## src/rtl/blaster_top.sv

```systemverilog
// Capacitor-discharge igniter controller: ADC frame capture, charge/fire/dump sequencing and firing-current regulation.
// Defining BLASTER_OCP_EN adds an over-current FAULT state that latches until reset.
`timescale 1ns/1ps
module blaster_top #(
    parameter int FIRE_CYCLES    = 48000,
    parameter int TONE_DIV       = 12000,
    parameter int DUMP_DONE_CODE = 80
) (
    input  logic       clk,
    input  logic       reset,
    input  logic       arm_button,
    input  logic       fire_button,
    input  logic       cont,
    input  logic       lt3420_done,
    output logic       lt3420_charge,
    input  logic [2:0] iset,
    output logic       pwm,
    output logic       dump,
    output logic       arm_led,
    output logic       cont_led,
    output logic       speaker,
    output logic       ad_cs,
    input  logic [1:0] ad_sdata_a,
    input  logic [1:0] ad_sdata_b
);

    localparam int FIRE_W = $clog2(FIRE_CYCLES + 1);
    localparam int TONE_W = $clog2(TONE_DIV + 1);
    localparam logic [FIRE_W-1:0] FIRE_LAST = FIRE_W'(FIRE_CYCLES - 1);
    localparam logic [TONE_W-1:0] TONE_LAST = TONE_W'(TONE_DIV - 1);
    localparam logic [11:0] DUMP_CODE = 12'(DUMP_DONE_CODE);

    // Frame counter value of the last frame slot; cs is high in slots 0 and 1.
    localparam logic [3:0] SLOT_LAST      = 4'd15;
    localparam logic [3:0] SLOT_FIRST_BIT = 4'd3;
    localparam logic [3:0] SLOT_LAST_BIT  = 4'd14;

    typedef enum logic [2:0] {
        IDLE,
        CHARGE,
        READY,
        FIRE,
        DISCHARGE,
        FAULT
    } state_t;

    logic [1:0] arm_sync;
    logic [1:0] fire_sync;
    logic [1:0] cont_sync;
    logic [1:0] done_sync;
    logic       arm_s;
    logic       fire_s;
    logic       cont_s;
    logic       done_s;

    logic [3:0]       frame_cnt;
    logic [3:0]       lane;
    logic [3:0][11:0] shift_reg;
    logic [11:0]      vout_code;
    logic [11:0]      iout_code;
    logic [11:0]      vcap_code;
    logic [11:0]      icap_code;
    logic             new_sample;
    logic             sample_unused;

    state_t            state;
    state_t            state_nxt;
    logic [FIRE_W-1:0] fire_cnt;
    logic [TONE_W-1:0] tone_cnt;
    logic [11:0]       iset_code;
    logic              fire_done;

    always_ff @(posedge clk) begin
        if (reset) begin
            arm_sync  <= '0;
            fire_sync <= '0;
            cont_sync <= '0;
            done_sync <= '0;
        end else begin
            arm_sync  <= {arm_sync[0], arm_button};
            fire_sync <= {fire_sync[0], fire_button};
            cont_sync <= {cont_sync[0], cont};
            done_sync <= {done_sync[0], lt3420_done};
        end
    end

    assign arm_s    = arm_sync[1];
    assign fire_s   = fire_sync[1];
    assign cont_s   = cont_sync[1];
    assign done_s   = done_sync[1];
    assign cont_led = cont_s;

    // Lane order: [3]=vout, [2]=iout, [1]=vcap, [0]=icap.
    assign lane = {ad_sdata_a, ad_sdata_b};

    // Reset parks the counter on the last slot so the first frame after release starts with two cs-high cycles.
    always_ff @(posedge clk) begin
        if (reset) begin
            frame_cnt  <= SLOT_LAST;
            ad_cs      <= 1'b1;
            shift_reg  <= '0;
            vout_code  <= '0;
            iout_code  <= '0;
            vcap_code  <= '0;
            icap_code  <= '0;
            new_sample <= 1'b0;
        end else begin
            frame_cnt  <= frame_cnt + 4'd1;
            ad_cs      <= (frame_cnt == SLOT_LAST) || (frame_cnt == 4'd0);
            new_sample <= 1'b0;
            if (frame_cnt >= SLOT_FIRST_BIT && frame_cnt <= SLOT_LAST_BIT) begin
                for (int i = 0; i < 4; i++) begin
                    shift_reg[i] <= {shift_reg[i][10:0], lane[i]};
                end
            end
            if (frame_cnt == SLOT_LAST_BIT) begin
                vout_code  <= {shift_reg[3][10:0], lane[3]};
                iout_code  <= {shift_reg[2][10:0], lane[2]};
                vcap_code  <= {shift_reg[1][10:0], lane[1]};
                icap_code  <= {shift_reg[0][10:0], lane[0]};
                new_sample <= 1'b1;
            end
        end
    end

    assign sample_unused = ^{vout_code, icap_code, shift_reg};

    assign iset_code = {1'b0, iset, 8'd0};
    assign fire_done = (fire_cnt == FIRE_LAST);

    always_comb begin
        state_nxt = state;
        case (state)
            IDLE:      if (arm_s) state_nxt = CHARGE;
            CHARGE:    if (!arm_s) state_nxt = DISCHARGE;
                       else if (done_s) state_nxt = READY;
            READY:     if (!arm_s) state_nxt = DISCHARGE;
                       else if (fire_s && cont_s) state_nxt = FIRE;
            FIRE:      if (!arm_s || fire_done) state_nxt = DISCHARGE;
            DISCHARGE: if ((vcap_code < DUMP_CODE) && !fire_s) state_nxt = IDLE;
`ifdef BLASTER_OCP_EN
            FAULT:     state_nxt = FAULT;
`endif
            default:   state_nxt = IDLE;
        endcase
`ifdef BLASTER_OCP_EN
        if (new_sample && (iout_code[11] || icap_code[11])) state_nxt = FAULT;
`endif
    end

    // Outputs are registered from the next state so pwm falls on the same edge that leaves FIRE.
    always_ff @(posedge clk) begin
        if (reset) begin
            state         <= IDLE;
            fire_cnt      <= '0;
            tone_cnt      <= '0;
            pwm           <= 1'b0;
            dump          <= 1'b0;
            lt3420_charge <= 1'b0;
            arm_led       <= 1'b0;
            speaker       <= 1'b0;
        end else begin
            state         <= state_nxt;
            lt3420_charge <= (state_nxt == CHARGE) || (state_nxt == READY);
            dump          <= (state_nxt == DISCHARGE) || (state_nxt == FAULT);
            arm_led       <= (state_nxt == READY) || (state_nxt == FIRE);

            if (state == FIRE && state_nxt == FIRE) fire_cnt <= fire_cnt + FIRE_W'(1);
            else fire_cnt <= '0;

            if (state_nxt != FIRE) pwm <= 1'b0;
            else if (new_sample) pwm <= (iout_code < iset_code);

            if (state_nxt == READY || state_nxt == FIRE) begin
                if (tone_cnt == TONE_LAST) begin
                    tone_cnt <= '0;
                    speaker  <= ~speaker;
                end else begin
                    tone_cnt <= tone_cnt + TONE_W'(1);
                end
            end else begin
                tone_cnt <= '0;
                speaker  <= 1'b0;
            end
        end
    end

endmodule

```

## config.mk

```make
export PLATFORM = sky130hd
export DESIGN_NAME = blaster_top
export DESIGN_NICKNAME = d
export VERILOG_FILES = /design/src/rtl/blaster_top.sv
export SDC_FILE = /design/constraint.sdc
export NUM_CORES = 1
export LEC_CHECK = 0
export CAP_MARGIN = 20
export CORE_MARGIN = 1
export CORE_UTILIZATION = 60
export DETAILED_ROUTE_END_ITERATION = 10
export PLACE_DENSITY = 0.9
export SETUP_SLACK_MARGIN = 0.5
export SLEW_MARGIN = 40
export SYNTH_ARGS = -nofsm -noshare
export SYNTH_HDL_FRONTEND = slang
export SYNTH_SLANG_ARGS = --single-unit
```

## constraint.sdc

```tcl
create_clock -name clk -period 4.3 [get_ports clk]
set_input_delay 0.86 -clock clk [delete_from_list [all_inputs] [get_ports clk]]
set_output_delay 0.86 -clock clk [all_outputs]
set_load 0.01 [all_outputs]
```

== After elaboration in Yosys (flattened, before gate mapping) ==
Cells that the tools add are included.
Widths: inputs -> output; s select.

* Bits in registers: 98
* Bits of input ports: 13
* Output and inout port bits: 7
* Word-level logic and storage cells: 69

* $add $sub $neg: 3
* Order comparisons: 4
* Equal/unequal tests: 14
* Muxes and demuxes: 9
* Bitwise logic cells: 3
* Reductions and logical operators: 17

{| class="wikitable"
|+ Operator list
! cell !! count
|-
| $mux 3 || 7
|-
| $add 16x1->16 const B || 1
|-
| $eq 16x16->1 const B || 1
|-
| $pmux 3 s5 || 1
|-
| $add 14x1->14 const B || 1
|-
| $eq 14x14->1 const B || 1
|-
| $eq 3x2->1 const B || 4
|-
| $lt 12x11->1 || 1
|-
| $lt 12x7->1 const B || 1
|-
| $eq 3x3->1 const B || 3
|-
| $eq 4x4->1 const B || 2
|-
| $eq 3x1->1 const B || 2
|-
| $reduce_or 2->1 || 3
|-
| $logic_or 1x1->1 || 5
|-
| $add 4x1->4 const B || 1
|-
| $ge 4x2->1 const B || 1
|-
| $le 4x4->1 const B || 1
|-
| $logic_and 1x1->1 || 4
|-
| $logic_not 4->1 || 1
|-
| $logic_not 3->1 || 1
|-
| $ne 3x2->1 const B || 1
|-
| $not 1->1 || 3
|-
| $reduce_or 3->1 || 1
|-
| $logic_not 1->1 || 2
|-
| $mux 1 || 1
|}

== Longest topological paths before layout ==
Gate-level depths: netlist of run 1.

* Depth in word-level cells: 8
* Mapped depth: 7
* Mapped depth without buffers: 6

== Worst setup path after synthesis of run 1 ==
No wires, ideal clock.

* Kind: input port to flip-flop
* Start: in reset
* End: reg tone_cnt[11]
* Library setup time: 0.078 ns
* Data arrival time: 2.076 ns
* Required time: 4.222 ns
* Path slack: 2.146 ns
* Stages on the path: 7
* Path buffers: 3
* Path through: clkbuf_1 > nor3b_1 > nand2b_1 > a31o_2 > buf_6 > buf_12 > nor3_1

* Word-level cells in the longest chain between the ends: 1

{| class="wikitable"
|+ Ends and longest elaborated chain
! element !! RTL line !! RTL
|-
| start: declaration || 10 || <nowiki>input logic reset,</nowiki>
|-
| $reduce_or 3->1 (no source line) || n/a ||
|-
| end signal: assignment || 179 || <nowiki>tone_cnt <= tone_cnt + TONE_W'(1);</nowiki>
|-
| end: declaration || 69 || <nowiki>logic [TONE_W-1:0] tone_cnt;</nowiki>
|}

No other way between the ends.
A chain may end at the register's enable or synchronous reset.

== Worst setup path after layout of run 1 ==
* Start: in reset
* End: reg tone_cnt[7]

The elaborated chain is that of the path after synthesis.

==> key figures, run 1 <==
Outcome
  – Status: finished clean

Finish
  – Register area: 0.00172 mm2
  – Final Util: 68.9%
  – Commonest non-fill, non-tap cell in the layout: dfxtp_1
  – N_diodes: 0
  – Fin nets: 421
  – Max reg flops: 22
  – Area growth, synth to finish: 10.9%
  – Most frequent cells in the layout: 86 x dfxtp_1, 75 x nand2_1, 38 x a21oi_1
  – Multi-input gate area: 0.00153 mm2
  – Share of cells above drive strength 1: 6.40%
  – Filler cell count: 429

Global route
  – Total gr overflow: 0
  – Vias in the first global route: 2445
  – Largest net degree at the start of global routing: 52
  – Global Route Usage Sum: 21.6%
  – First-pass GRT wire length: 10.2 mm
  – Initial antenna violation count: 0

Pwr
  – PwrDens: 392 mW/mm2
  – Net Sw Power: 0.000354 W
  – Int Pwr: 0.00112 W
  – Sw frac: 24.0%
  – Leakage: 1.28 nW
  – Clock power frac: 36.5%
  – Peak VDD IR: 274 uV
  – Seq pwr share: 56.4%
  – Comb pwr share: 7.1%

Routing
  – WL per Instance: 12.2 um
  – Drc violations: 0
  – Detailed router's first-iteration violation count: 111
  – DRT Pass-1 Iters: 4
  – Routed vias: 2580
  – Final wirelength: 5.83 mm
  – Vias/cell: 5.40
  – DRT antenna net count: 0

Clock tree
  – Resized cells post-CTS: 0
  – Clock Tree Root: clkbuf_8
  – Clock-pin slew on the worst setup and hold paths: 80 ps
  – CTS Sinks: 86
  – Htree depth: 3
  – CTS tree: built
  – Max clock buf depth: 2
  – Cts bufs inserted: 9
  – CTS hold repair buffers: 0
  – Clock latency at the later pin of the worst-skew pair: 350 ps
  – Post-CTS setup buffers: 0

Floorplan
  – Initial core utilization: 62.2%
  – IO Count: 20
  – Die Wd: 77.3 um
  – Site Rows: 27
  – Die Ht: 77.3 um
  – Die ar.: 0.00598 mm2
  – Core Box Area: 0.00547 mm2

Placement
  – GPL Wtd Cong: 0.828
  – Dpl ws: 1740 ps
  – Buffers on Ports: 17
  – Final HPWL DP: 3.90 mm

Timing
  – Hold Violations, Final: 0
  – Period minus WS final: 2210 ps
  – Fin Hold WS: 447 ps
  – Fin Setup TNS: 0 ps
  – Setup Skew: 9.39 ps
  – Fmax: 453 MHz
  – Worst Tran Pin Value: 737 ps
  – RSZ-0062 raised after global routing: false
  – Relative slew slack: 50.9%
  – Final Max Slew Viols: 0
  – Setup Viol. Count Final: 0
  – Final WS setup: 2090 ps
  – Final period utilization: 51.3%

Synth
  – Combinational family with the most area after synthesis: simple AND/OR/NAND/NOR gates
  – Simple-gate area share of the yosys netlist: 26.2%
  – Flops & latches, synth: 86
  – Post-synthesis cell type count: 38
  – Ys async rst share: 0%
  – Cells after synthesis: 390
  – Post-synth top area cell: dfxtp_1
  – Multiplexer share of the synthesized area: 0%
  – Post-synthesis average cell area: 8.72 um2
  – Mapped cell area: 0.00340 mm2
  – XOR/XNOR Fraction of Synth Area: 7.21%
  – Sequential-to-total area share from yosys stat: 50.6%
  – Synth top area share: 50.6%
  – Post-synth EDFFs: 0
  – Synth Area in Adders: 2.87%
  – Yosys warning total: 0
  – Syn nets: 410
  – Synth Area in Compound Gates: 8.42%
  – Top_reg_cell synth: dfxtp_1
  – Synth area leaders: dfxtp_1 51%, nand2_1 8.3%, xnor2_1 5.7%, a21oi_1 5.6%, nor2_1 3.4%

Critical path
  – Worst Path Max Fanout: 17
  – CP Data Arrival Time: 2470 ps
  – Worst r2r src: fire_cnt[10]
  – CP Launch Type: input pin
  – Crit-path leading delay family: compound AO/OA/AOI/OAI gates
  – Critical path endpoint category: flip-flop
  – Critical-path cell list: clkdlybuf4s50_1 > nor3b_1 > nand2b_1 > a31o_2 > a211oi_1
  – Critical path's largest stage delay: 480 ps
  – Worst Setup Path Type: in2reg
  – Crit. Startpoint: reset
  – Buf/Inv on CP: 1
  – Critical Path RT: 4570 ps
  – Slowest CP cell: nor3b_1

Run
  – Max_cap viols: 0

Min path
  – Worst Hold Launch: cont_sync[0]
  – Hold Crit Class: reg2reg
==> area by class of cell <==
| type | count | share of cell area (%) |
|---|---|---|
| inverter | 14 | 1.39 |
| tap | 72 | 2.39 |
| timing repair buffer | 20 | 5.11 |
| clock buffer | 11 | 3.48 |
| clock inverter | 5 | 1.56 |
| multi-input combinational | 270 | 40.4 |
| sequential | 86 | 45.6 |
==> cells in the mapped netlist (all sizes together) (2+ instances only) <==
cell and number:
dfxtp 86, nand2 75, a21oi 38, nor2 31, xnor2 22, nand3 18, clkbuf 16, inv 14
nor3 14, nor4 11, nor2b 8, ha 7, nand4 7, nand2b 6, xor2 6, buf 4
and3 3, nand4b 3, nor3b 3, o21ai 3, a21o 2, o211ai 2, o31ai 2, or4b 2
==> routing by layer <==
metal,vias up,GRT usage [%],part of all wire (%)
li1,1323,-,-
met1,1220,22.5,44
met2,30,39.0,52
met3,7,7.86,2.8
met4,0,8.68,1.2
met5,-,0,0
==> worst reg2reg max path: stages, from the launching register on <==
cell	delay, ps
dfxtp_1	380
or4b_4	550
nor4_4	360
a31o_2	440
nor3_1	110
==> worst paths after layout <==
kind | slack [ps] | to | depth (start not counted)
max | 2090 | tone_cnt[7] | 5
min | 450 | cont_sync[1] | 1
max reg2reg | 2320 | tone_cnt[11] | 4
min reg2reg | 450 | cont_sync[1] | 1
==> power groups by stage <==
stage	combinational [W]	sequential [W]	clock, W
6_report	0.000105	0.000834	0.000540
5_1_grt	0.000120	0.000837	0.000589
4_1_cts	0.000107	0.000833	0.000552
3_5_place_dp	0.000107	0.000852	0
3_3_place_gp	0.000106	0.000851	0
2_1_floorplan	0.0000860	0.000842	0
==> metrics by stage <==
step,area [um2],total power [W],instances
6_report,3770,0.00148,478
5_1_grt,3770,0.00155,478
4_1_cts,3770,0.00149,478
3_5_place_dp,3580,0.000959,462
3_3_place_gp,3580,0.000956,462
2_1_floorplan,3400,0.000928,390
==> logic make-up after synthesis <==
kind of cell,Yosys count
AO/OA/AOI/OAI,51
XOR/XNOR,28
adder cells (fa/ha/maj),8
buffers and inverters,34
flip-flops,86
AND/OR/NAND/NOR,183
Note: power is estimated with default switching activity, not from simulation.
==> run 2: changes to the inputs <==
Settings changed: CORE_UTILIZATION 60 to 53, PLACE_DENSITY 0.9 to 0.85.
Clock period 4.3 ns to 2 ns, I/O delays scaled along.
==> key figures, run 2 (synthesis gave the netlist of run 1 again) <==
Timing
  – RSZ-0062 raised after global routing: true
  – Relative slew slack: 72.3% (+21 points)
  – Hold Violations, Final: 0 (unchanged)
  – Final period utilization: 82.6%
  – Setup Viol. Count Final: 0 (unchanged)
  – Worst Tran Pin Value: 412 ps (-325 ps)
  – Fmax: 605 MHz
  – Period minus WS final: 1650 ps
  – Fin Setup TNS: 0 ps (unchanged)
  – Final Max Slew Viols: 0 (unchanged)
  – Final WS setup: 348 ps (-1750 ps)
  – Setup Skew: 15.3 ps (+5.86 ps)

Finish
  – Filler cell count: 395 (-7.9%)
  – Area growth, synth to finish: 29.8%
  – Design Area, Final: 0.00442 mm2 (+17%)
  – Most frequent cells in the layout: 73 x dfxtp_1, 46 x nand2_1, 28 x nor2_1
  – Max reg flops: 22 (unchanged)
  – N_diodes: 0 (unchanged)
  – Fin nets: 446 (+5.9%)
  – Share of cells above drive strength 1: 31.1% (+25 points)
  – Commonest non-fill, non-tap cell in the layout: dfxtp_1

Global route
  – Initial antenna violation count: 0 (unchanged)
  – Total gr overflow: 0 (unchanged)
  – First-pass GRT wire length: 11.2 mm (+9.4%)
  – Vias in the first global route: 2524 (+3.2%)
  – Global Route Usage Sum: 22.0% (+0.38 points)
  – Largest net degree at the start of global routing: 52 (unchanged)

Clock tree
  – Clock-pin slew on the worst setup and hold paths: 90 ps (about the same)
  – Max clock buf depth: 2 (unchanged)
  – CTS Sinks: 86 (unchanged)
  – CTS hold repair buffers: 0 (unchanged)
  – CTS tree: built
  – Clock latency at the later pin of the worst-skew pair: 360 ps (about the same)
  – Clock Tree Root: clkbuf_8
  – Cts bufs inserted: 9 (unchanged)
  – Htree depth: 3 (unchanged)

Routing
  – Final wirelength: 7.94 mm (+36%)
  – DRT antenna net count: 0 (unchanged)
  – Drc violations: 0 (unchanged)
  – WL per Instance: 15.7 um (+29%)
  – Routed vias: 2907 (+13%)
  – Vias/cell: 5.75 (+6.4%)
  – Detailed router's first-iteration violation count: 122 (+9.9%)
  – DRT Pass-1 Iters: 4 (unchanged)

Pwr
  – Sw frac: 27.7% (+3.7 points)
  – Comb pwr share: 13.1% (+6.0 points)
  – PwrDens: 797 mW/mm2 (+100%)
  – Seq pwr share: 51.7% (-4.7 points)
  – Clock power frac: 35.2% (-1.3 points)
  – Int Pwr: 0.00254 W (+130%)
  – Peak VDD IR: 614 uV (+120%)
  – Leakage: 1.64 nW (+28%)
  – Net Sw Power: 0.000973 W (+170%)

Outcome
  – Status: finished clean

Critical path
  – CP Launch Type: flip-flop
  – Worst Path Max Fanout: 5 (-12)
  – Worst Setup Path Type: reg2reg
  – Critical path endpoint category: flip-flop
  – Critical Path RT: 2280 ps (-2290 ps)
  – CP Data Arrival Time: 1930 ps (-540 ps)

Placement
  – Final HPWL DP: 3.83 mm (-1.8%)
  – Placed cell areas: 0.00365 mm2 (+1.9%)
  – GPL Wtd Cong: 0.830 (+0.23%)
  – Dpl ws: 65.7 ps (-1670 ps)
  – Buffers on Ports: 17 (unchanged)

Run
  – Max_cap viols: 0 (unchanged)

Floorplan
  – Die Ht: 82.1 um (+6.2%)
  – Core Box Area: 0.00606 mm2 (+11%)
  – Die Wd: 82.1 um (+6.2%)
  – IO Count: 20 (unchanged)
  – Initial core utilization: 56.1% (-6.0 points)
  – Die ar.: 0.00674 mm2 (+13%)
  – Site Rows: 28 (+3.7%)

Min path
  – Hold Crit Class: reg2reg
## run 2: what timing repair did
action,4_1_cts,5_1_grt
setup buffers,6,7
resized for setup,27,88
cloned,6,3
pin swaps,15,49
endpoints found under the hold margin,0,0
endpoints found under the setup margin,66,72
## run 2: worst max-delay path, stage by stage, from the launching register on
cell and delay (ps):
dfxtp_4 380, ha_4 160, nand4_1 180, nor4_4 360, buf_6 180, buf_6 100, o211ai_1 100, o21ai_1 110
## run 2: final cells by class
type	instances	area (um2)	area share, %
clock inverter	7	78.8	1.79
clock buffer	9	124	2.81
multi-input combinational	276	1950	44.1
sequential	86	1750	39.6
inverter	14	55.1	1.25
tap	75	93.8	2.13
timing repair buffer	39	365	8.27
## run 2: metrics by stage
step           cells  power, W  utilization, %  hold WS [ps]
5_1_grt          506   0.00363            72.9           467
2_1_floorplan    390   0.00199               -           400
3_5_place_dp     468   0.00207            60.2           426
3_3_place_gp     468   0.00206            60.2           414
4_1_cts          496   0.00338            66.6           450
6_report         506   0.00352            72.9           445
## run 2: metal layers
metal / GRT usage (%) / part of all wire [%] / up-vias
met4: 6.84 / 2.8 / 0
met1: 24.2 / 40 / 1411
met2: 40.3 / 54 / 76
li1: - / - / 1393
met5: 0 / 0 / -
met3: 6.59 / 3.5 / 27
## run 2: final timing paths
path	endpoint	slack (ps)	cells past startpoint	startpoint
setup / recovery	dump	350	7	fire_cnt[0]
hold / removal	done_sync[1]	450	1	done_sync[0]
setup reg to reg	dump	350	7	fire_cnt[0]
hold reg to reg	done_sync[1]	450	1	done_sync[0]
## run 2: power by group through the flow
stage / sequential [W] / clock, W / combinational [W]
floorplan: 0.00181 / 0 / 0.000185
global placement: 0.00183 / 0 / 0.000237
detailed placement: 0.00183 / 0 / 0.000241
CTS: 0.00180 / 0.00125 / 0.000333
global route: 0.00183 / 0.00131 / 0.000490
finish: 0.00182 / 0.00124 / 0.000460
